<file path="config.mk">
export PLATFORM = sky130hd
export DESIGN_NAME = ic_irq_source_flat
export DESIGN_NICKNAME = d
export VERILOG_FILES = /design/src/rtl/ic_irq_source_if.sv /design/src/rtl/ic_irq_source.sv /design/src/flat_wrapper.sv
export SDC_FILE = /design/constraint.sdc
export NUM_CORES = 1
export LEC_CHECK = 0
export ABC_CLOCK_PERIOD_IN_PS = 2800
export BUFFER_PORTS_ARGS = -buffer_cell sky130_fd_sc_hd__buf_2
export CORE_MARGIN = 2
export CORE_UTILIZATION = 40
export CTS_CLUSTER_SIZE = 40
export DETAILED_ROUTE_END_ITERATION = 8
export PLACE_DENSITY = 0.56
export SKIP_LAST_GASP = 1
export SYNTH_ARGS = -nofsm -noshare
export SYNTH_HDL_FRONTEND = slang
export SYNTH_SLANG_ARGS = --single-unit
</file>
<file path="constraint.sdc">
create_clock -name clk -period 2.8 [get_ports clk]
set_input_delay 0.14 -clock clk [delete_from_list [all_inputs] [get_ports clk]]
set_output_delay 0.14 -clock clk [all_outputs]
set_load 0.02 [all_outputs]
</file>
<file path="src/rtl/ic_irq_source_if.sv">
// Interface between the peripheral-side event/ack signals and the interrupt requester.
interface ic_irq_source_if #(
  parameter int N_IRQ = 8,
  parameter int IDW   = (N_IRQ > 1) ? $clog2(N_IRQ) : 1
);
  logic [N_IRQ-1:0] event_in;
  logic             ack_in;
  logic [IDW-1:0]   ack_id;
  logic [N_IRQ-1:0] clr_overflow;
  logic [N_IRQ-1:0] irq_req;
  logic [N_IRQ-1:0] outstanding;
  logic [N_IRQ-1:0] overflow;
  logic [N_IRQ-1:0] retry_pulse;

  modport master (
    output event_in, ack_in, ack_id, clr_overflow,
    input  irq_req, outstanding, overflow, retry_pulse
  );

  modport slave (
    input  event_in, ack_in, ack_id, clr_overflow,
    output irq_req, outstanding, overflow, retry_pulse
  );
endinterface

</file>
<file path="src/rtl/ic_irq_source.sv">
// Per-channel interrupt requester: queues events in saturating counters, pulses irq_req
// once per event, holds the channel until acknowledged and re-pulses after a timeout.
module ic_irq_source #(
  parameter int N_IRQ   = 8,
  parameter int CNT_W   = 4,
  parameter int TIMEOUT = 64
) (
  input logic           clk,
  input logic           rstn,
  ic_irq_source_if.slave bus
);
  localparam int IDW = (N_IRQ > 1) ? $clog2(N_IRQ) : 1;
  localparam int TW  = (TIMEOUT > 1) ? $clog2(TIMEOUT) : 1;
  localparam logic [TW-1:0] TMAX = TW'((TIMEOUT > 0) ? TIMEOUT - 1 : 0);

  typedef enum logic [1:0] {IDLE, FIRE, WAIT} state_t;

  state_t           state     [N_IRQ];
  state_t           state_nxt [N_IRQ];
  logic [CNT_W-1:0] cnt       [N_IRQ];
  logic [CNT_W-1:0] cnt_nxt   [N_IRQ];
  logic [TW-1:0]    timer     [N_IRQ];
  logic [TW-1:0]    timer_nxt [N_IRQ];
  logic [N_IRQ-1:0] ovf_nxt;
  logic [N_IRQ-1:0] rty_nxt;
  logic [N_IRQ-1:0] req_nxt;
  logic [N_IRQ-1:0] out_nxt;
  logic [N_IRQ-1:0] ack_hit;
  logic [N_IRQ-1:0] start;

  always_comb begin
    ovf_nxt = '0;
    rty_nxt = '0;
    req_nxt = '0;
    out_nxt = '0;
    ack_hit = '0;
    start   = '0;
    for (int unsigned i = 0; i < N_IRQ; i++) begin
      state_nxt[i] = state[i];
      cnt_nxt[i]   = cnt[i];
      timer_nxt[i] = timer[i];
      // ack_id values outside the channel range never match any i
      ack_hit[i]   = bus.ack_in && (bus.ack_id == IDW'(i));
      start[i]     = (state[i] == IDLE) && (cnt[i] != '0);
      ovf_nxt[i]   = bus.overflow[i] && !bus.clr_overflow[i];

      case (state[i])
        IDLE: if (start[i]) state_nxt[i] = FIRE;
        FIRE: begin
          timer_nxt[i] = '0;
          state_nxt[i] = ack_hit[i] ? IDLE : WAIT;
        end
        WAIT: begin
          if (ack_hit[i]) begin
            state_nxt[i] = IDLE;
          end else if (TIMEOUT != 0 && timer[i] == TMAX) begin
            state_nxt[i] = FIRE;
            rty_nxt[i]   = 1'b1;
          end else if (TIMEOUT != 0) begin
            timer_nxt[i] = timer[i] + TW'(1);
          end
        end
        default: state_nxt[i] = IDLE;
      endcase

      // Set of overflow overrides a same-cycle clear
      if (bus.event_in[i] && !start[i]) begin
        if (cnt[i] == '1) ovf_nxt[i] = 1'b1;
        else              cnt_nxt[i] = cnt[i] + CNT_W'(1);
      end else if (!bus.event_in[i] && start[i]) begin
        cnt_nxt[i] = cnt[i] - CNT_W'(1);
      end

      req_nxt[i] = (state_nxt[i] == FIRE);
      out_nxt[i] = (state_nxt[i] != IDLE);
    end
  end

  always_ff @(posedge clk or negedge rstn) begin
    if (!rstn) begin
      for (int unsigned i = 0; i < N_IRQ; i++) begin
        state[i] <= IDLE;
        cnt[i]   <= '0;
        timer[i] <= '0;
      end
      bus.irq_req     <= '0;
      bus.outstanding <= '0;
      bus.overflow    <= '0;
      bus.retry_pulse <= '0;
    end else begin
      for (int unsigned i = 0; i < N_IRQ; i++) begin
        state[i] <= state_nxt[i];
        cnt[i]   <= cnt_nxt[i];
        timer[i] <= timer_nxt[i];
      end
      bus.irq_req     <= req_nxt;
      bus.outstanding <= out_nxt;
      bus.overflow    <= ovf_nxt;
      bus.retry_pulse <= rty_nxt;
    end
  end
endmodule

</file>
<file path="src/flat_wrapper.sv">
// flat-port wrapper written by rule: the top's interface ports become plain ports
module ic_irq_source_flat 
#(
  parameter int N_IRQ   = 8,
  parameter int CNT_W   = 4,
  parameter int TIMEOUT = 64
)
  (clk, rstn, bus_event_in, bus_ack_in, bus_ack_id, bus_clr_overflow, bus_irq_req, bus_outstanding, bus_overflow, bus_retry_pulse);
  ic_irq_source_if #(.N_IRQ(N_IRQ), .IDW(3)) bus_i ();
  input logic clk;
  input logic rstn;
  input wire logic [$bits(bus_i.event_in)-1:0] bus_event_in;
  input wire logic [$bits(bus_i.ack_in)-1:0] bus_ack_in;
  input wire logic [$bits(bus_i.ack_id)-1:0] bus_ack_id;
  input wire logic [$bits(bus_i.clr_overflow)-1:0] bus_clr_overflow;
  output wire logic [$bits(bus_i.irq_req)-1:0] bus_irq_req;
  output wire logic [$bits(bus_i.outstanding)-1:0] bus_outstanding;
  output wire logic [$bits(bus_i.overflow)-1:0] bus_overflow;
  output wire logic [$bits(bus_i.retry_pulse)-1:0] bus_retry_pulse;
  assign bus_i.event_in = bus_event_in;
  assign bus_i.ack_in = bus_ack_in;
  assign bus_i.ack_id = bus_ack_id;
  assign bus_i.clr_overflow = bus_clr_overflow;
  assign bus_irq_req = bus_i.irq_req;
  assign bus_outstanding = bus_i.outstanding;
  assign bus_overflow = bus_i.overflow;
  assign bus_retry_pulse = bus_i.retry_pulse;
  ic_irq_source #(.N_IRQ(N_IRQ), .CNT_W(CNT_W), .TIMEOUT(TIMEOUT)) u_core (.clk(clk), .rstn(rstn), .bus(bus_i));
endmodule
</file>
==> metrics.yaml, run 1 <==
clock_network:
  cts.sinks: 128
  cts_max_level: 4
  insertion_delay_ps: 420
  cts_buffers: 17
  clock_path_buffers: 2
  cts_root_buf: "clkbuf_16"
  clkTransAtPathRegs_ps: 60
  tritoncts: "yes"
global_routing:
  busiest_layer: "met2"
  gr-usage-met3_pct: 4.17
  grt_usage_pct: 16.6
  grt_remaining_overflow: 0
  grt_antenna_before_repair: 0
  use_met1_pct: 21.4
  grt_max_degree: 51
  grtUsageMet2_pct: 27.8
  first_global_vias: 6028
  grt_pass1_wl_mm: 27.7
hold_path:
  min_from: "bus_event_in[3]"
  min_to: "u_core.bus.overflow[3]"
  whs_path_depth: 3
  min_path_type: "input port to register"
power_and_ir_drop:
  p_sw_share_pct: 39.3
  seqPwrFrac_pct: 32.4
  internal-power_mw: 5.89
  power_switching_mw: 3.81
  powerDensity_nw_per_um2: 1090
  pwr-share-comb_pct: 43.1
  clkPwrFrac_pct: 24.5
  p_leak_nw: 4.03
  ir_worst_vdd_uv: 489
die:
  start_util_pct: 40.9
  boundaryPins: 54
  dieArea_sq_um: 20200
  fp.dieW_um: 142
  core_area_sq_um: 18700
  placementRows: 50
  die_h_um: 142
setup_path:
  crit_chain: "o41ai_1 > nand2_1 > ha_1 > and3_1 > a211o_1 > a211oi_1 > xor2_1"
  r2r_cells: 7
  max_stage_delay_ps: 620
  crit_fanout: 8
  crit_type: "register to register"
  start_kind: "register"
  endpoint_kind: "register"
  r2r_end: "u_core.cnt[19]"
  arrival_ps: 2980
  cp_slowest_cell: "o41ai_1"
  timing.rr.start: "u_core.cnt[17]"
  reg2reg_slack_ps: 160
  cp_data_required_time_ps: 3140
synth:
  synth_edf_count: 0
  synth_fp_nets: 838
  syn_avg_cell_area_sq_um: 10.1
  syn-cell-area_sq_um: 7640
  ys_seq_area_share_pct: 41.9
  yosysUniqueCellTypes: 68
  async_flop_share_pct: 100
  ys.warnings.count: 0
  synth_ff_type: "dfrtp_1"
  synthCells: 756
  yosys_register_bits: 128
timing:
  setup_tns_ps: 0
  worst_pin_slew_ps: 660
  fin_worst_skew_ps: 7.42
  hold_ws_ps: 38.4
  max_freq_mhz: 378
  fin_crit_ps: 2640
  slew_viol_final: 0
  fin_crit_sh_pct: 94.4
  setup_viol: 0
  hold_viol_final: 0
  maxSlewHeadroom_pct: 56.0
  rsz0062_at_grt: "no"
cells_and_area:
  synthToLayoutAreaGrowth_pct: 16.7
  n_antenna_cell: 0
  drive_above_1_share_pct: 12.8
  fillerInstances: 1721
  layout.nets: 905
status:
  status: "completed"
detailed_routing:
  via_per_inst: 5.74
  drc_errors: 0
  ant_nets: 0
  dr_total_vias: 6135
  wl_per_cell_um: 14.7
  finalWirelength_mm: 15.7
  first_pass_iters: 5
  drt_iter0_drc: 422
job:
  drv_cap: 0
placed_design:
  numPortBuffers: 53
  place.gp.congestion: 0.894
  place_hpwl_mm: 11.3
[cell usage in the layout, fill, tap and decap left out, types with 5 or more instances in the layout]
cell type / synthesis / routed
nand4b_1: 8 / 8
mux2_2: 10 / 10
nand3b_1: 5 / 5
and2_1: 6 / 6
nand2b_1: 12 / 12
buf_2: 5 / 52
inv_1: 57 / 57
nor2_1: 25 / 25
a21o_1: 10 / 10
xor2_1: 23 / 23
and4_1: 10 / 10
nand2_1: 82 / 82
nand3_1: 24 / 24
o41ai_1: 6 / 6
nand4_1: 24 / 24
o22ai_1: 9 / 9
nor4_1: 9 / 9
a211oi_1: 20 / 20
mux2_1: 6 / 6
nor2b_1: 9 / 9
nor3_1: 8 / 8
and3_1: 16 / 16
o21ai_0: 15 / 15
clkbuf_16: 0 / 17
fa_1: 8 / 8
o221ai_1: 11 / 11
a211o_1: 16 / 16
ha_1: 52 / 52
dlygate4sd3_1: 0 / 10
or4_1: 10 / 10
dfrtp_1: 128 / 128
a21oi_1: 25 / 25
o211ai_1: 22 / 22
a311o_1: 7 / 7
[synth_stat cells (9+ instances only)]
cell type	count	area (sq um)
dfrtp_1	128	3200
nand2_1	82	308
inv_1	57	214
ha_1	52	651
a21oi_1	25	125
nor2_1	25	93.8
nand3_1	24	120
nand4_1	24	150
xor2_1	23	201
o211ai_1	22	165
a211oi_1	20	150
a211o_1	16	140
and3_1	16	100
o21ai_0	15	75.1
nand2b_1	12	75.1
clkbuf_1	11	41.3
o221ai_1	11	96.3
a21o_1	10	75.1
and4_1	10	87.6
mux2_2	10	113
or4_1	10	75.1
nor2b_1	9	56.3
nor4_1	9	56.3
o22ai_1	9	56.3
[flip-flops by register name, indices dropped and copies added, names as in the netlist]
name	count
u_core.timer	48
u_core.cnt	32
u_core.state	16
u_core.bus.irq_req	8
u_core.bus.outstanding	8
u_core.bus.overflow	8
u_core.bus.retry_pulse	8
[metrics by stage]
step / instances / worst slack (ps) / utilization (%) / total power, mW / area, sq um
floorplan: 756 / 464 / - / 6.24 / 7640
global placement: 1028 / 343 / 43.6 / 7.06 / 8160
finish: 1069 / 157 / 47.7 / 9.69 / 8920
CTS: 1069 / 161 / 47.6 / 9.74 / 8900
global route: 1069 / 51.2 / 47.7 / 10.5 / 8920
detailed placement: 1028 / 170 / 43.6 / 7.30 / 8160
[how the worst max path moves through the flow]
| stage | startpoint | end | slack [ps] | cells past startpoint |
|---|---|---|---|---|
| finish | u_core.cnt[17] | u_core.cnt[19] | 160 | 7 |
| global route | u_core.cnt[13] | u_core.cnt[15] | 50 | 7 |
| CTS | u_core.cnt[17] | u_core.cnt[19] | 160 | 7 |
| detailed placement | u_core.cnt[17] | u_core.cnt[19] | 170 | 7 |
| global placement | u_core.cnt[5] | u_core.cnt[7] | 340 | 7 |
| floorplan | u_core.cnt[13] | u_core.cnt[15] | 460 | 7 |
[logic make-up after synthesis]
kind of cell               share of synthesized area (%)
buffers and inverters                               3.86
muxes                                               2.91
DFF                                                 41.9
adders and majority gates                           10.6
AOI/OAI and AO/OA                                   19.0
xor gates and xnor gates                            2.98
and+or+nand+nor                                     18.7
[layer usage]
layer  up-vias  part of all wire (%)
li1       2993                     -
met1      3016                    46
met2       112                    49
met3        14                   3.9
met4         0                   1.0
met5         -                     0
[power by group through the flow]
stage	registers, mW	clock network [mW]	logic, mW
3_5_place_dp	3.14	0	4.16
2_1_floorplan	3.17	0	3.07
4_1_cts	3.12	2.44	4.18
6_report	3.14	2.37	4.17
3_3_place_gp	3.10	0	3.96
5_1_grt	3.25	2.53	4.75
[timing repair]
action,CTS,global route
endpoints found under the hold margin,54,0
setup buffers,0,0
resized for setup,0,2
endpoints found under the setup margin,0,2
hold buffers,10,0
[area by class of cell]
type                            count  area (sq um)  share of cell area (%)
Timing Repair Buffer               66           403                    4.52
Inverter                           57           214                    2.40
Multi-Input combinational cell    553          4170                    46.7
Sequential cell                   128          3200                    35.9
Clock inverter                      9           155                    1.74
Tap cell                          234           293                    3.28
Clock buffer                       22           484                    5.43
[critical path, delay by kind of cell (launching register included)]
kind	cells	cell delay [ps]
XOR/XNOR	1	170
adder cells (fa/ha/maj)	1	360
AO/OA/AOI/OAI	3	1150
flip-flops	1	470
AND/OR/NAND/NOR	2	420
Note: power is estimated with default switching activity, not from simulation.
==> run 2: changes to the inputs <==
--- a/config.mk
+++ b/config.mk
@@ -9,6 +9,7 @@
 export BUFFER_PORTS_ARGS = -buffer_cell sky130_fd_sc_hd__buf_2
 export CORE_MARGIN = 2
 export CORE_UTILIZATION = 40
+export CTS_BUF_LIST = sky130_fd_sc_hd__clkbuf_8
 export CTS_CLUSTER_SIZE = 40
 export DETAILED_ROUTE_END_ITERATION = 8
 export PLACE_DENSITY = 0.56
==> run 2 against run 1 <==
Effect of this change: via count grew 0.28%; critical path depth is the same; global-route usage hardly changed; combinational power is essentially flat; non-clock buffer count grew 6.
==> metrics.yaml, run 2 (synthesized netlist as in run 1, its figures left out) <==
placed_design:
  numPortBuffers: 53
  place_inst: 1028
  place_hpwl_mm: 11.3
  place.gp.congestion: 0.894
die:
  start_util_pct: 40.9
  core_area_sq_um: 18700
  dieArea_sq_um: 20200
  die_h_um: 142
  boundaryPins: 54
  placementRows: 50
  fp.dieW_um: 142
global_routing:
  grt_usage_pct: 16.6
  first_global_vias: 6061
  grt_max_degree: 51
  grt_remaining_overflow: 0
  grt_antenna_before_repair: 0
  grt_pass1_wl_mm: 27.7
hold_path:
  min_path_type: "input port to register"
  whs_path_depth: 3
  min_from: "bus_event_in[5]"
  min_to: "u_core.bus.overflow[5]"
detailed_routing:
  wl_per_cell_um: 14.7
  ant_nets: 0
  via_per_inst: 5.72
  first_pass_iters: 5
  drc_errors: 0
  finalWirelength_mm: 15.8
  drt_iter0_drc: 425
  dr_total_vias: 6152
setup_path:
  reg2reg_slack_ps: 150
  r2r_end: "u_core.cnt[19]"
  crit_family: "compound AO/OA/AOI/OAI gates"
  cp_slowest_cell: "o41ai_1"
  r2r_cells: 7
  crit_chain: "o41ai_1 > nand2_1 > ha_1 > and3_1 > a211o_1 > a211oi_1 > xor2_1"
  arrival_ps: 3010
  start_kind: "register"
  max_stage_delay_ps: 620
  crit_type: "register to register"
  endpoint_kind: "register"
  crit_fanout: 8
  timing.rr.start: "u_core.cnt[17]"
  cp_data_required_time_ps: 3160
  crit_buf_inv: 0
cells_and_area:
  reg_top3: "u_core.timer x48, u_core.cnt x32, u_core.state x16"
  layout.nets: 911
  final_common_cell: "dfrtp_1"
  n_antenna_cell: 0
  largest_register: "u_core.timer"
  fillerInstances: 1735
  largest_reg_flops: 48
  synthToLayoutAreaGrowth_pct: 15.0
  instances_no_fill: 1075
  final_cell_mix: "dfrtp_1 (128), nand2_1 (82), inv_1 (58)"
  drive_above_1_share_pct: 12.7
timing:
  fin_crit_ps: 2650
  maxSlewHeadroom_pct: 55.7
  hold_viol_final: 0
  fin_worst_skew_ps: 9.91
  setup_tns_ps: 0
  fin_crit_sh_pct: 94.6
  rsz0062_at_grt: "no"
  slew_viol_final: 0
  setup_viol: 0
  max_freq_mhz: 377
  worst_pin_slew_ps: 665
clock_network:
  cts_root_buf: "clkbuf_8"
  insertion_delay_ps: 430
  cts_max_level: 4
  clock_path_buffers: 2
  tritoncts: "yes"
  clkTransAtPathRegs_ps: 80
  cts.sinks: 128
  cts_buffers: 17
power_and_ir_drop:
  p_leak_nw: 3.99
  ir_worst_vdd_uv: 579
  power_mw: 9.11
  powerDensity_nw_per_um2: 1040
job:
  drv_cap: 0
status:
  status: "completed"
run 2: changes by cell type in the layout (fill, tap and decap cells not counted):
cell,delta
clkbuf_1,-1
clkbuf_16,-17
clkbuf_8,+17
inv_1,+1
dlygate4sd3_1,+6
run 2: worst max path at each step:
| stage | to | start | cells past startpoint |
|---|---|---|---|
| 2_1_floorplan | u_core.cnt[15] | u_core.cnt[13] | 7 |
| 6_report | u_core.cnt[19] | u_core.cnt[17] | 7 |
| 4_1_cts | u_core.cnt[19] | u_core.cnt[17] | 7 |
| 3_5_place_dp | u_core.cnt[19] | u_core.cnt[17] | 7 |
| 5_1_grt | u_core.cnt[15] | u_core.cnt[13] | 7 |
| 3_3_place_gp | u_core.cnt[7] | u_core.cnt[5] | 7 |
run 2: power breakdown:
group | switching [mW] | internal, mW | leakage (nW)
Combinational | 2.32 | 1.88 | 2.12
Clock | 0.717 | 1.06 | 0.217
Sequential | 0.695 | 2.45 | 1.65
run 2: what timing repair did:
action                                  CTS  global route
hold buffers                             16             0
resized for setup                         0             2
hold endpoints to repair                 54             0
endpoints found under the setup margin    0             2
buffers inserted                          0             0
run 2: worst reg2reg max path, stage by stage, from the launching register on:
cell and delay [ps]:
dfrtp_1 480, o41ai_1 620, nand2_1 220, ha_1 370
and3_1 200, a211o_1 270, a211oi_1 260, xor2_1 170
run 2: stage by stage:
| step | utilization [%] | setup WS, ps | hold WS (ps) | area (sq um) |
|---|---|---|---|---|
| detailed placement | 43.6 | 170 | 226 | 8160 |
| global placement | 43.6 | 343 | 218 | 8160 |
| global route | 47.0 | 46.4 | 92.1 | 8790 |
| finish | 47.0 | 151 | 95.2 | 8790 |
| floorplan | - | 464 | -156 | 7640 |
| CTS | 46.9 | 156 | 62.4 | 8770 |
run 2: layout make-up:
cell class	count	area (sq um)	share of cell area [%]
multi-input combinational	553	4170	47.4
clock buffer	21	289	3.29
inverter	57	214	2.43
timing repair buffer	72	463	5.27
sequential	128	3200	36.4
tap	234	293	3.33
clock inverter	10	159	1.81
run 2: metal layers:
metal | GRT usage, % | up-vias | wire, um | share of wire [%]
li1 | - | 3008 | - | -
met1 | 21.3 | 3033 | 7230 | 46
met2 | 28.0 | 99 | 7770 | 49
met3 | 4.14 | 12 | 592 | 3.8
met4 | 4.47 | 0 | 160 | 1.0
met5 | 0 | - | 0 | 0
